`config.mk`:
```
export PLATFORM = sky130hd
export DESIGN_NAME = controlador_jogadas_inicial_flat
export DESIGN_NICKNAME = d
export VERILOG_FILES = /design/src/rtl/controlador_jogadas_inicial_if.sv /design/src/rtl/controlador_jogadas_inicial.sv /design/src/flat_wrapper.sv
export SDC_FILE = /design/constraint.sdc
export NUM_CORES = 1
export LEC_CHECK = 0
export CAP_MARGIN = 20
export CORE_AREA = 2 2 50 87
export DETAILED_ROUTE_END_ITERATION = 7
export DIE_AREA = 0 0 52 89
export GPL_TIMING_DRIVEN = 1
export MAX_ROUTING_LAYER = met4
export PLACE_DENSITY = 0.76
export SLEW_MARGIN = 40
export SYNTH_ARGS = -nofsm -noshare
export SYNTH_HDL_FRONTEND = slang
export SYNTH_SLANG_ARGS = --single-unit
```
`constraint.sdc`:
```
create_clock -name clock -period 1.9 [get_ports clock]
set_input_delay 0.38 -clock clock [delete_from_list [all_inputs] [get_ports clock]]
set_output_delay 0.38 -clock clock [all_outputs]
set_load 0.01 [all_outputs]
```
`src/rtl/controlador_jogadas_inicial_if.sv`:
```
// Bus between the initial-move sequencer and its environment:
// start request, generator squares/strobe, and the square delivery handshake.
interface controlador_jogadas_inicial_if;
  logic       iniciar;
  logic [2:0] coluna1_in;
  logic [2:0] linha1_in;
  logic [2:0] coluna2_in;
  logic [2:0] linha2_in;
  logic [2:0] coluna3_in;
  logic [2:0] linha3_in;
  logic       ack;
  logic       novaJogada;
  logic [2:0] coluna;
  logic [2:0] linha;
  logic [1:0] indice;
  logic       valido;
  logic       pronto;
  logic       erro;
  logic [3:0] tentativas;

  // Sequencer side
  modport master (
    input  iniciar, coluna1_in, linha1_in, coluna2_in, linha2_in,
           coluna3_in, linha3_in, ack,
    output novaJogada, coluna, linha, indice, valido, pronto, erro, tentativas
  );

  // Environment side (generator, game datapath, start logic)
  modport slave (
    output iniciar, coluna1_in, linha1_in, coluna2_in, linha2_in,
           coluna3_in, linha3_in, ack,
    input  novaJogada, coluna, linha, indice, valido, pronto, erro, tentativas
  );
endinterface

```
`src/rtl/controlador_jogadas_inicial.sv`:
```
// Initial-move sequencer: strobes the generator, waits for it to settle,
// captures three squares, retries draws with coinciding squares, and
// delivers the accepted squares one by one over a valid/ack handshake.
module controlador_jogadas_inicial #(
  parameter int ESPERA_CICLOS  = 2,
  parameter int MAX_TENTATIVAS = 8
) (
  input  logic                            clock,
  input  logic                            reset,
  controlador_jogadas_inicial_if.master   bus
);

  typedef enum logic [2:0] {
    OCIOSO, GERA, ESPERA, CAPTURA, VERIFICA, APRESENTA, FIM, ERRO
  } estado_t;

  localparam logic [3:0] ESPERA_FIM = 4'(ESPERA_CICLOS - 1);
  localparam logic [3:0] TENT_MAX   = 4'(MAX_TENTATIVAS);

  estado_t    state_reg, state_next;
  logic [3:0] espera_reg, espera_next;
  logic [1:0] indice_reg, indice_next;
  logic [3:0] tentativas_reg, tentativas_next;
  logic       pronto_reg, pronto_next;
  logic       erro_reg, erro_next;
  logic       novajogada_reg;
  logic [5:0] sq_reg [3];
  logic [5:0] sq_in  [3];
  logic [5:0] sq_sel;
  logic       captura;
  logic       repetido;
  logic       valido;

  // Squares are {coluna, linha}
  assign sq_in[0] = {bus.coluna1_in, bus.linha1_in};
  assign sq_in[1] = {bus.coluna2_in, bus.linha2_in};
  assign sq_in[2] = {bus.coluna3_in, bus.linha3_in};

  // A draw is rejected when any two captured squares coincide
  assign repetido = (sq_reg[0] == sq_reg[1]) || (sq_reg[0] == sq_reg[2]) ||
                    (sq_reg[1] == sq_reg[2]);

  // State, counters and held status flags
  always_ff @(posedge clock or negedge reset) begin
    if (!reset) begin
      state_reg      <= OCIOSO;
      espera_reg     <= 4'd0;
      indice_reg     <= 2'd0;
      tentativas_reg <= 4'd0;
      pronto_reg     <= 1'b0;
      erro_reg       <= 1'b0;
      novajogada_reg <= 1'b0;
    end else begin
      state_reg      <= state_next;
      espera_reg     <= espera_next;
      indice_reg     <= indice_next;
      tentativas_reg <= tentativas_next;
      pronto_reg     <= pronto_next;
      erro_reg       <= erro_next;
      novajogada_reg <= (state_next == GERA);
    end
  end

  // Square capture; only the registered copy is compared and presented
  always_ff @(posedge clock or negedge reset) begin
    if (!reset) begin
      for (int i = 0; i < 3; i++) sq_reg[i] <= 6'd0;
    end else if (captura) begin
      for (int i = 0; i < 3; i++) sq_reg[i] <= sq_in[i];
    end
  end

  // Next-state logic; pronto/erro are set on the transition so they are
  // already high during FIM/ERRO and then held through OCIOSO
  always_comb begin
    state_next      = state_reg;
    espera_next     = espera_reg;
    indice_next     = indice_reg;
    tentativas_next = tentativas_reg;
    pronto_next     = pronto_reg;
    erro_next       = erro_reg;
    captura         = 1'b0;
    case (state_reg)
      OCIOSO: begin
        if (bus.iniciar) begin
          state_next      = GERA;
          pronto_next     = 1'b0;
          erro_next       = 1'b0;
          tentativas_next = 4'd0;
        end
      end
      GERA: begin
        state_next      = ESPERA;
        espera_next     = 4'd0;
        tentativas_next = (tentativas_reg == 4'd15) ? 4'd15 : tentativas_reg + 4'd1;
      end
      ESPERA: begin
        if (espera_reg == ESPERA_FIM) state_next = CAPTURA;
        else                          espera_next = espera_reg + 4'd1;
      end
      CAPTURA: begin
        captura    = 1'b1;
        state_next = VERIFICA;
      end
      VERIFICA: begin
        if (repetido) begin
          if (tentativas_reg == TENT_MAX) begin
            state_next = ERRO;
            erro_next  = 1'b1;
          end else begin
            state_next = GERA;
          end
        end else begin
          indice_next = 2'd0;
          state_next  = APRESENTA;
        end
      end
      APRESENTA: begin
        if (bus.ack) begin
          if (indice_reg == 2'd2) begin
            state_next  = FIM;
            pronto_next = 1'b1;
            indice_next = 2'd0;
          end else begin
            indice_next = indice_reg + 2'd1;
          end
        end
      end
      FIM:     state_next = OCIOSO;
      ERRO:    state_next = OCIOSO;
      default: state_next = OCIOSO;
    endcase
  end

  // Presented square selection
  always_comb begin
    sq_sel = 6'd0;
    case (indice_reg)
      2'd0:    sq_sel = sq_reg[0];
      2'd1:    sq_sel = sq_reg[1];
      2'd2:    sq_sel = sq_reg[2];
      default: sq_sel = 6'd0;
    endcase
  end

  assign valido         = (state_reg == APRESENTA);
  assign bus.valido     = valido;
  assign bus.coluna     = valido ? sq_sel[5:3] : 3'd0;
  assign bus.linha      = valido ? sq_sel[2:0] : 3'd0;
  assign bus.indice     = valido ? indice_reg  : 2'd0;
  assign bus.novaJogada = novajogada_reg;
  assign bus.pronto     = pronto_reg;
  assign bus.erro       = erro_reg;
  assign bus.tentativas = tentativas_reg;

endmodule

```
`src/flat_wrapper.sv`:
```
// flat-port wrapper written by rule: the top's interface ports become plain ports
module controlador_jogadas_inicial_flat 
#(
  parameter int ESPERA_CICLOS  = 2,
  parameter int MAX_TENTATIVAS = 8
)
  (clock, reset, bus_iniciar, bus_coluna1_in, bus_linha1_in, bus_coluna2_in, bus_linha2_in, bus_coluna3_in, bus_linha3_in, bus_ack, bus_novaJogada, bus_coluna, bus_linha, bus_indice, bus_valido, bus_pronto, bus_erro, bus_tentativas);
  controlador_jogadas_inicial_if bus_i ();
  input  logic clock;
  input  logic reset;
  input wire logic [$bits(bus_i.iniciar)-1:0] bus_iniciar;
  input wire logic [$bits(bus_i.coluna1_in)-1:0] bus_coluna1_in;
  input wire logic [$bits(bus_i.linha1_in)-1:0] bus_linha1_in;
  input wire logic [$bits(bus_i.coluna2_in)-1:0] bus_coluna2_in;
  input wire logic [$bits(bus_i.linha2_in)-1:0] bus_linha2_in;
  input wire logic [$bits(bus_i.coluna3_in)-1:0] bus_coluna3_in;
  input wire logic [$bits(bus_i.linha3_in)-1:0] bus_linha3_in;
  input wire logic [$bits(bus_i.ack)-1:0] bus_ack;
  output wire logic [$bits(bus_i.novaJogada)-1:0] bus_novaJogada;
  output wire logic [$bits(bus_i.coluna)-1:0] bus_coluna;
  output wire logic [$bits(bus_i.linha)-1:0] bus_linha;
  output wire logic [$bits(bus_i.indice)-1:0] bus_indice;
  output wire logic [$bits(bus_i.valido)-1:0] bus_valido;
  output wire logic [$bits(bus_i.pronto)-1:0] bus_pronto;
  output wire logic [$bits(bus_i.erro)-1:0] bus_erro;
  output wire logic [$bits(bus_i.tentativas)-1:0] bus_tentativas;
  assign bus_i.iniciar = bus_iniciar;
  assign bus_i.coluna1_in = bus_coluna1_in;
  assign bus_i.linha1_in = bus_linha1_in;
  assign bus_i.coluna2_in = bus_coluna2_in;
  assign bus_i.linha2_in = bus_linha2_in;
  assign bus_i.coluna3_in = bus_coluna3_in;
  assign bus_i.linha3_in = bus_linha3_in;
  assign bus_i.ack = bus_ack;
  assign bus_novaJogada = bus_i.novaJogada;
  assign bus_coluna = bus_i.coluna;
  assign bus_linha = bus_i.linha;
  assign bus_indice = bus_i.indice;
  assign bus_valido = bus_i.valido;
  assign bus_pronto = bus_i.pronto;
  assign bus_erro = bus_i.erro;
  assign bus_tentativas = bus_i.tentativas;
  controlador_jogadas_inicial #(.ESPERA_CICLOS(ESPERA_CICLOS), .MAX_TENTATIVAS(MAX_TENTATIVAS)) u_core (.clock(clock), .reset(reset), .bus(bus_i));
endmodule
```
---- Word level (Yosys, flattened, before mapping) ----
Index checks and enable logic that the tools add are counted.
storage, ports and cells
  input bits .............................. 22
  register bits ........................... 34
  word-level logic and storage cells ...... 79
  output and inout bits ................... 16
cells by class
  equal/unequal tests ..................... 23
  multiplexer cells ....................... 28
  $add $sub $neg .......................... 3
  reduce and logical (&&, ||, !) cells .... 15
operators by type and width
  kind                                                                      count
  3-bit 2-to-1 mux                                                          8
  3-bit one-hot mux with 7 select lines                                     1
  6-bit == test                                                             3
  6-bit one-hot mux with 3 select lines                                     1
  4-bit one-hot mux with 2 select lines                                     2
  3-bit == test (second input constant)                                     4
  4-bit 2-to-1 mux                                                          3
  2-bit inequality test (second input constant)                             5
  2-bit nonzero test                                                        5
  4-bit by 1-bit adder with 4-bit output (second input constant)            2
  4-bit == test (second input constant)                                     2
  2-bit 2-to-1 mux                                                          4
  4-bit AND reduction                                                       2
  3-bit by 1-bit == test with 1-bit output (second input constant)          2
  3-bit by 2-bit == test with 1-bit output (second input constant)          2
  1-bit 2-to-1 mux                                                          6
  4-bit by 1-bit == test with 1-bit output (second input constant)          1
  2-bit by 1-bit inequality test with 1-bit output (second input constant)  2
  1-bit one-hot mux with 2 select lines                                     2
  2-bit one-hot mux with 2 select lines                                     1
  2-bit AND reduction                                                       2
  3-bit zero test                                                           1
  3-bit AND reduction                                                       1
  2-bit by 1-bit adder with 2-bit output (second input constant)            1
  5 further kinds                                                           6

---- Logic depth before layout (Yosys ltp) ----
  word-level depth ........................ 6
  gate-level depth with buffers ........... 7
  depth with buffers taken out ............ 7

---- Worst setup path before layout ----
No wires, ideal clock.
  path type ............................... reg-to-output
  start ................................... register u_core.state_reg[1]
  end ..................................... output port bus_coluna[0]
  data arrival time ....................... 1.134 ns
  data required time ...................... 1.520 ns
  path buffers ............................ 1
  cell stages (with the launch flop) ...... 5
  slack ................................... 0.386 ns
  cells stage by stage .................... dfrtp_1 > buf_2 > and2b_1 > nand2_1 > nor2_1
on the way
  word-level cells in the longest chain between the ends .. 2
ends and longest elaborated chain
  element                   line                                RTL
  start: declaration        controlador_jogadas_inicial.sv:20   estado_t state_reg, state_next;
  start signal: assignment  controlador_jogadas_inicial.sv:54   state_reg <= state_next;
  3-bit == test             controlador_jogadas_inicial.sv:146  assign valido = (state_reg == APRESENTA);
  3-bit 2-to-1 mux          controlador_jogadas_inicial.sv:148  assign bus.coluna = valido ? sq_sel[5:3] : 3'd0;
  end: declaration          flat_wrapper.sv:20                  output wire logic [$bits(bus_i.coluna)-1:0] bus_coluna;
No other way between the ends.

---- Worst setup path in the final report ----
  start ................................... register u_core.indice_reg[0]
  end ..................................... output port bus_linha[2]
on the way
  word-level cells in the longest chain between the ends .. 3
  elaborated cells between the ends (all ways) .. 5
ends and longest elaborated chain
  element                                      line                                RTL
  start: declaration                           controlador_jogadas_inicial.sv:22   logic [1:0] indice_reg, indice_next;
  start signal: assignment                     controlador_jogadas_inicial.sv:56   indice_reg <= indice_next;
  2-bit == test, or another cell as far along  controlador_jogadas_inicial.sv:138  case (indice_reg)
  6-bit one-hot mux with 3 select lines (*)    controlador_jogadas_inicial.sv:138
  3-bit 2-to-1 mux (*)                         controlador_jogadas_inicial.sv:149  assign bus.linha = valido ? sq_sel[2:0] : 3'd0;
  end: declaration                             flat_wrapper.sv:21                  output wire logic [$bits(bus_i.linha)-1:0] bus_linha;
Every way passes the cells marked *; elsewhere a longest branch is shown, timed or not.

==> results.ini <==
[run_status]
status = finished clean

[timing]
relSlewSlack = 0.7012
slew_viol_final = 0
finalHoldViolCount = 0
whs_ns = 0.4959
max_freq_ghz = 0.5525
setup-violations-final = 0
min_period_ns = 1.810
period_share = 0.9527
fin_skew_ns = 0.004584
worstMarginPinSlew_ns = 0.4436
rsz0062_at_grt = no

[yosys]
synthFlopType = dfrtp_1
yosys-top-cells-count = dfrtp_1 (34), nor2_1 (27), mux2_2 (18), xnor2_1 (15)
yosysTopAreaCellShare = 0.4483
syn_avg_cell_area_um2 = 10.10
synth_cell_types = 32
synth_fp_nets = 214
synthTopCellsByArea = dfrtp_1 (45%), mux2_2 (11%), xnor2_1 (6.9%)
synth-edff-count = 0
synthArstFlopShare = 1.000
ys_seq_elements = 34
netlist_area_um2 = 1898
netlist_instances = 188
yosys_warnings = 0
ys_seq_area_frac = 0.4483
yosysTopAreaCell = dfrtp_1
synth_most_common_cell = dfrtp_1

[clock_network]
cts_hold_buf = 0
cts.sinks = 34
htreeDepth = 2
numCtsBuffers = 5
cts_tree = done
clock_path_buffers = 2
clk-insertion-delay-late_ns = 0.28
cts.clk_slew.worst_paths_ns = 0.06
root_buffer = clkbuf_8

[floorplanning]
fp.dieW_um = 52
pin_count = 38
die-height_um = 89
rows = 30
dieArea_um2 = 4628
core_um2 = 3866
initial_core_util = 0.4909

[power_and_ir_drop]
power.total_mw = 3.948
power_density_nw_per_um2 = 1603
p_int_mw = 2.376
power_leakage_nw = 1.076
vdd_ir_drop_max_uv = 954.5
p_sw_mw = 1.572
combPwrFrac = 0.510
power_frac_seq = 0.366
p_clk_frac = 0.124
swShare = 0.3982

[routing]
avgViaCountPerCell = 5.392
dr.pass1.iters = 4
met1_length_um = 1568
drt_iter0_drc = 17
met2_length_um = 2392
wl_met3_um = 134
ant_nets = 0
vias = 1542
dr.max_layer_used = met4
drc = 0
totalWireLength_um = 4222
avgRoutedWirePerCell_um = 14.76

[critical_path]
worstSetupEndpointType = output pin
critical_path_arrival_ns = 1.43
required_ns = 1.52
path_buf_inv = 2
critPathKind = flop to output pin
worstPathMaxFanout = 6
critical_path.top_delay_family = flip-flops
reg2reg_depth = 4
crit_cells = 5
crit_chain = nor2_1 > buf_4 > a21oi_2 > nor2_2 > dlygate4sd2_1
start_kind = flop
slowest_stage = dfrtp_2
max_stage_delay_ns = 0.45

[layout]
layout-drive-gt1-share = 0.2059
syn_to_final_growth_pct = 29.73
final_util = 0.6369
antennaDiodeCount = 0
final_nets = 264
largest_register_ff_count = 18

[placement]
dp_hpwl_um = 3188
globalplace.congestion = 0.8533
portBuffers = 37

[job]
cap_viol_max_count = 0

[global_routing]
overflow = 0
grt_usage = 0.2094
grt_pass1_wl_um = 6934
grt_start_max_net_pins = 35
antenna_found_initial = 0
grt_pass1_vias = 1584

[hold_path]
hp-class = primary input to asynchronous set/reset pin

[cell usage in the layout, fill, tap and decap left out, types with 2 or more instances in the layout]
cell type	synthesis	layout
nand2b_1	3	3
o31ai_1	3	3
o21ai_0	10	10
dfrtp_1	34	33
clkdlybuf4s50_1	0	28
clkbuf_8	0	5
inv_1	6	6
o22ai_1	2	2
nand3_1	3	3
mux2_2	18	18
clkbuf_2	0	5
nand4_1	5	5
xnor2_1	15	15
a31oi_1	2	2
nand3b_1	3	3
a22oi_1	2	2
buf_6	0	2
dlygate4sd2_1	0	4
buf_4	0	11
clkbuf_1	1	2
mux2i_1	7	7
ha_1	4	4
a21oi_1	10	9
xor2_1	6	6
nand2_1	10	9
nor2_1	27	26
[per-stage QoR]
step	cell area (um^2)	worst slack, ns	instances	setup TNS (ns)
2_1_floorplan	1898	0.3858	188	0
3_3_place_gp	2392	0.003307	279	0
3_5_place_dp	2392	-0.03903	279	-0.04751
4_1_cts	2476	0.01063	286	0
5_1_grt	2462	0.0003535	286	0
6_report	2462	0.08994	286	0
[final timing paths]
| path | startpoint | endpoint | slack (ns) |
|---|---|---|---|
| worst max-delay path | u_core.indice_reg[0] | bus_linha[2] | 0.09 |
| worst min-delay path | reset | u_core.bus.erro | 0.50 |
| worst max register to register | u_core.sq_reg[7] | u_core.state_reg[2] | 0.35 |
| worst min register to register | u_core.bus.erro | u_core.bus.erro | 0.53 |
| max in group asynchronous | reset | u_core.indice_reg[0] | 1.07 |
| min in group clock | u_core.bus.erro | u_core.bus.erro | 0.53 |
[cell families (layout without fill, tap and decap cells)]
group                    count (synthesis)  in the layout  share of synthesized area
flip-flops                              34             34                     0.4483
multiplexers                            25             25                     0.1437
AND/OR/NAND/NOR                         58             58                     0.1483
XOR/XNOR                                21             21                    0.09690
buffers and inverters                   13             63                    0.02966
adder cells (fa/ha/maj)                  4              4                    0.02637
AO/OA/AOI/OAI                           33             33                     0.1068
[repair_timing]
item | in CTS | in global routing
gates cloned | 0 | 0
gates resized for setup | 17 | 10
setup buffers | 0 | 0
endpoints found under the setup margin | 9 | 6
[power by group through the flow]
stage               clock network (mW)  logic, mW  registers (mW)
floorplan                            0       1.41            1.37
global placement                     0       1.98            1.42
detailed placement                   0       2.02            1.44
CTS                              0.510       2.03            1.44
global route                     0.536       2.25            1.50
finish                           0.489       2.01            1.45
[layout make-up]
type | count | area, um^2
sequential | 34 | 852.1
fill | 359 | 1404
clock buffer | 7 | 76.32
multi-input combinational | 141 | 1006
tap | 48 | 60.06
inverter | 6 | 22.52
timing repair buffer | 50 | 445.4
[layer usage]
layer | vias to the layer above | track usage
li1 | 749 | -
met1 | 749 | 0.2058
met2 | 32 | 0.3820
met3 | 12 | 0.03344
met4 | 0 | 0.1100
met5 | - | -
Note: power is estimated with default switching activity, not from simulation.
==> edit 1, RTL diff (same settings) <==
Encoding of `estado_t`: now one-hot (8 bits for 8 values).
--- a/src/rtl/controlador_jogadas_inicial.sv
+++ b/src/rtl/controlador_jogadas_inicial.sv
@@ -10,8 +10,8 @@
   controlador_jogadas_inicial_if.master   bus
 );
 
-  typedef enum logic [2:0] {
-    OCIOSO, GERA, ESPERA, CAPTURA, VERIFICA, APRESENTA, FIM, ERRO
+  typedef enum logic [7:0] {
+    OCIOSO = 8'b00000001, GERA = 8'b00000010, ESPERA = 8'b00000100, CAPTURA = 8'b00001000, VERIFICA = 8'b00010000, APRESENTA = 8'b00100000, FIM = 8'b01000000, ERRO = 8'b10000000
   } estado_t;
 
   localparam logic [3:0] ESPERA_FIM = 4'(ESPERA_CICLOS - 1);
Check against the original RTL: no difference found for any inputs over 10 cycles, from zero or initial values and one cycle with reset low; not proved beyond that.
==> edit 1 against the original RTL <==
Die area unchanged. Synthesized area up 12%. Sequential cell count up 5. Largest cell class unchanged. Design area up 24%. Non-clock buffer count up 24. Total power down 20%. Routed wire length up 36%. Worst setup slack worse by 0.62 ns. The flow now finishes with violations (negative setup slack). Utilization up 16 points. Count of clock-buffer cells in the layout down 1.
==> edit 1: results (changes against the original RTL) <==
worst r2r src=u_core.state_reg[7]$_DFF_PN0_ (was u_core.sq_reg[7]$_DFFE_PN0P_); share of the yosys chip area belonging to registers=46.0% (was 44.8%); share of final-layout standard cells stronger than drive strength 1=25.9% (was 20.6%); post-route insts no fill=357 (was 286); Post-Route Hold Slack=0.0489 ns (was 0.496 ns); endpoint arrival time on the critical path=2.05 ns (was 1.43 ns); number of design-rule violations left by the first detailed-router iteration=42 (was 17); aggregate global-route resource usage=27.2% (was 20.9%); grt met2 use=49.1% (was 38.2%); worst vdd rail ir drop=677 uV (was 954 uV); router iterations before antenna repair=7 (was 4); Psw=1.13 mW (was 1.57 mW); total power=3.15 mW (was 3.95 mW); met1 track demand over resource in global routing=28.2% (was 20.6%); Resized cells post-CTS=48 (was 17); r2r setup slk=-0.27 ns (was 0.35 ns); largest net degree at the start of global routing=22 (was 35); Post-Syn Instances=233 (was 188); placed wire-length estimate=3730 um (was 3190 um); LEAKAGE=1.39 nW (was 1.08 nW); post-detailed-placement cell area=2750 um2 (was 2390 um2); setup tns final=-6.02 ns (was 0 ns); outcome=finished with violations (was finished, final reports clean); net count of the finished layout=334 (was 264); later-pin clock latency in the skew report=0.30 ns (was 0.28 ns); number of failing setup endpoints in the final timing report=22 (was 0); mean routed wirelength per cell=16.1 um (was 14.8 um); violated checks=negative setup slack; met3 usage=4.01% (was 3.34%); Placed Cells incl. Taps=337 (was 279); PnR worst setup slack=-0.531 ns (was 0.0899 ns); number of post-CTS setup repair buffers=9 (was 0); drt via density=5.67 (was 5.39); detailed-routing wirelength on met1=2090 um (was 1570 um)
edit 1: cell types whose count changed after synthesis, sizes merged, moves of 4 or more:
cell | unedited run | this run
xor2 | 6 | 16
nor2 | 27 | 19
buf | 6 | 2
dfrtp | 34 | 38
nor4 | 1 | 5
mux2 | 18 | 0
o21ai | 10 | 2
xnor2 | 15 | 5
nand2 | 10 | 63
edit 1: kinds of logic after synthesis:
| kind of cell | after synthesis | share of synthesized area, % |
|---|---|---|
| simple gates | 115 | 25.6 |
| compound gates | 31 | 10.8 |
| fa+ha+maj | 4 | 2.36 |
| xor+xnor | 21 | 8.66 |
| buf+inv | 15 | 2.71 |
| mux | 8 | 3.77 |
| flops | 39 | 46.0 |
edit 1: area by class of cell:
type | instances | area [um2]
sequential | 39 | 977
tap | 48 | 60.1
fill | 248 | 803
multi-input combinational | 179 | 1180
timing repair buffer | 74 | 694
clock buffer | 6 | 82.6
clock inverter | 2 | 35.0
inverter | 9 | 37.5
edit 1: critical path, cell delays in order, from the launching register on:
cell	delay (ns)
dfrtp_1	0.38
or4_4	0.56
nor4_4	0.25
nand2_4	0.12
buf_6	0.14
buf_6	0.10
nor2_2	0.06
buf_2	0.12
edit 1: worst max-delay path by stage:
stage	from	endpoint	slack (ns)	cells past startpoint
2_1_floorplan	u_core.state_reg[7]$_DFF_PN0_	u_core.indice_reg[1]$_DFFE_PN0P_	-0.15	5
3_3_place_gp	u_core.state_reg[7]$_DFF_PN0_	bus_linha[2]	-0.51	5
3_5_place_dp	u_core.state_reg[7]$_DFF_PN0_	bus_coluna[2]	-0.54	5
4_1_cts	u_core.state_reg[1]$_DFF_PN0_	bus_linha[1]	-0.58	7
5_1_grt	u_core.state_reg[7]$_DFF_PN0_	bus_linha[1]	-0.60	7
6_report	u_core.state_reg[7]$_DFF_PN0_	bus_linha[1]	-0.53	7
==> edit 2, RTL diff (config.mk and constraints unchanged) <==
Without the edit above. `MAX_TENTATIVAS` is set to 8 in 2 places; all go to 7.
--- a/src/rtl/controlador_jogadas_inicial.sv
+++ b/src/rtl/controlador_jogadas_inicial.sv
@@ -3,7 +3,7 @@
 // delivers the accepted squares one by one over a valid/ack handshake.
 module controlador_jogadas_inicial #(
   parameter int ESPERA_CICLOS  = 2,
-  parameter int MAX_TENTATIVAS = 8
+  parameter int MAX_TENTATIVAS = 7
 ) (
   input  logic                            clock,
   input  logic                            reset,
--- a/src/flat_wrapper.sv
+++ b/src/flat_wrapper.sv
@@ -2,7 +2,7 @@
 module controlador_jogadas_inicial_flat 
 #(
   parameter int ESPERA_CICLOS  = 2,
-  parameter int MAX_TENTATIVAS = 8
+  parameter int MAX_TENTATIVAS = 7
 )
   (clock, reset, bus_iniciar, bus_coluna1_in, bus_linha1_in, bus_coluna2_in, bus_linha2_in, bus_coluna3_in, bus_linha3_in, bus_ack, bus_novaJogada, bus_coluna, bus_linha, bus_indice, bus_valido, bus_pronto, bus_erro, bus_tentativas);
   controlador_jogadas_inicial_if bus_i ();
Formal check against the unedited RTL: same outputs for any inputs over 10 cycles, from zero or initial values and one cycle with reset low; that may be too few to reach the edited logic, so the function may still have changed.
==> edit 2 against the original RTL <==
Sequential cell count unchanged. Routed wire length down 4.5%. Design area is 0.61% higher. Total power is 1.2% higher. Synthesized area grew 1.1%. Combinational power grew 2%. Non-clock buffer count grew 1. Sequential share of layout area down 0.26 points. Worst setup slack worse by 0.024 ns. Utilization is 0.39 points higher. Sequential power fell by 3%.
==> edit 2: results (changes against the original RTL) <==
outcome=finished, final reports clean (unchanged); r2r setup slk=~0.36 ns; placed wire-length estimate=3070 um (was 3190 um); Placed Cells incl. Taps=276 (was 279); net count of the finished layout=262 (was 264); initial antenna violation count=0 (unchanged); Clock H-tree levels=2 (unchanged); number of design-rule violations left by the first detailed-router iteration=28 (was 17); timing-limited maximum frequency=545 MHz (was 552 MHz); LEAKAGE=1.08 nW (about the same); path category of the worst min-delay check=primary input to asynchronous set/reset pin (unchanged); setup tns final=0 ns (unchanged); Port Buffers=37 (unchanged); later-pin clock latency in the skew report=0.28 ns (about the same); buffer type at the clock tree root=clkbuf_8 (unchanged); via count of the routed design=1518 (was 1542); clock input transition at the sequential cells of the worst setup and hold paths=0.06 ns (about the same); drt via density=5.35 (was 5.39); worst slew margin relative to its limit=69.5% (was 70.1%); Post-Syn Instances=186 (was 188); number of nets produced by synthesis=211 (was 214); maximum clock skew at final layout=0.00188 ns (was 0.00458 ns); worst vdd rail ir drop=1080 uV (was 954 uV); mean routed wirelength per cell=14.2 um (was 14.8 um); proportion of netlist area held by the largest area contributor=44.3% (was 44.8%); share of the yosys chip area belonging to registers=44.3% (was 44.8%); dominant cells by area after synthesis=dfrtp_1, mux2_1, xnor2_1 (was dfrtp_1, mux2_2, xnor2_1); n_diodes=0 (unchanged); buffer depth of the longest clock path=2 (unchanged); highest net fanout along the worst path=6 (unchanged); aggregate global-route resource usage=21.3% (was 20.9%); number of global-route vias before repair=1598 (was 1584); fraction of synthesis flops using an asynchronous set or reset pin=100% (unchanged); count of unique library cells instantiated by Yosys=35 (was 32); share of final-layout standard cells stronger than drive strength 1=13.6% (was 20.6%); endpoint arrival time on the critical path=1.45 ns (was 1.43 ns); Setup WS pre-CTS=0.00858 ns (was -0.0390 ns); number of synthesis warnings=0 (unchanged); TritonCTS buffer count=5 (unchanged); max FFs per register=18 (unchanged); switching share of power=40.8% (was 39.8%); cell types with the highest counts after synthesis=dfrtp_1, nor2_1, mux2_1, xnor2_1, nand2_1 (was dfrtp_1, nor2_1, mux2_2, xnor2_1); largest net degree at the start of global routing=35 (unchanged); router iterations before antenna repair=4 (unchanged); first-pass GRT wire length=7040 um (was 6930 um); routability cong.=0.874 (was 0.853)
==> edit 2: logic make-up after synthesis <==
kind of cell	synth area share, %
compound gates	11.1
xor+xnor	9.58
fa+ha+maj	1.96
buf+inv	3.00
flops	44.3
mux	14.2
simple gates	15.8
==> edit 2: per-stage QoR <==
step / area (um2) / power [mW] / utilization [%] / hold slack [ns]
floorplan: 1920 / 2.81 / - / 0.0844
global placement: 2400 / 3.42 / 62.0 / 0.512
detailed placement: 2400 / 3.48 / 62.0 / 0.508
CTS: 2480 / 4.01 / 64.2 / 0.523
global route: 2480 / 4.32 / 64.1 / 0.547
finish: 2480 / 4.00 / 64.1 / 0.509
==> edit 2: path summary, 6_finish.rpt <==
kind,from,endpoint,cells past startpoint
max,u_core.indice_reg[0]$_DFFE_PN0P_,bus_coluna[1],7
min,reset,u_core.espera_reg[2]$_DFFE_PN0P_,2
max reg2reg,u_core.state_reg[1]$_DFF_PN0_,u_core.sq_reg[4]$_DFFE_PN0P_,5
min reg2reg,u_core.bus.erro$_DFFE_PN0P_,u_core.bus.erro$_DFFE_PN0P_,2
max in group asynchronous,reset,u_core.bus.novaJogada$_DFF_PN0_,2
min in group clock,u_core.bus.erro$_DFFE_PN0P_,u_core.bus.erro$_DFFE_PN0P_,2
==> edit 2: critical path, stage by stage, from the launching register on <==
cell and delay, ns:
dfrtp_1 0.41, buf_6 0.15, buf_4 0.13, mux2i_1 0.13, nor2_1 0.06, a21oi_1 0.12, nor2_1 0.05, clkbuf_2 0.12
==> edit 2: what timing repair did <==
action | 4_1_cts | 5_1_grt
gates resized for setup | 13 | 13
endpoints found under the setup margin | 9 | 6
setup buffers | 0 | 2
==> edit 2: per-layer routing <==
metal	vias to the layer above	part of all wire (%)	global-route usage, %
li1	747	-	-
met1	720	38	21.1
met2	38	55	37.9
met3	13	3.1	4.35
met4	0	3.6	11.7
met5	-	0	-
==> edit 2: power by group through the flow <==
stage                     Combinational (mW)  Sequential [mW]  Clock, mW
after global placement                  2.02             1.40          0
final                                   2.06             1.41      0.523
after detailed placement                2.06             1.42          0
after global routing                    2.30             1.46      0.557
after CTS                               2.06             1.41      0.537
after floorplan                         1.44             1.37          0
==> edit 2: final cells by class <==
cell class | count | area (um2)
well taps | 48 | 60.1
repair buffers | 51 | 449
flip-flops and latches | 34 | 851
inverters | 4 | 15.0
fillers | 320 | 1390
multi-input cells | 141 | 1020
clock buffers | 6 | 82.6
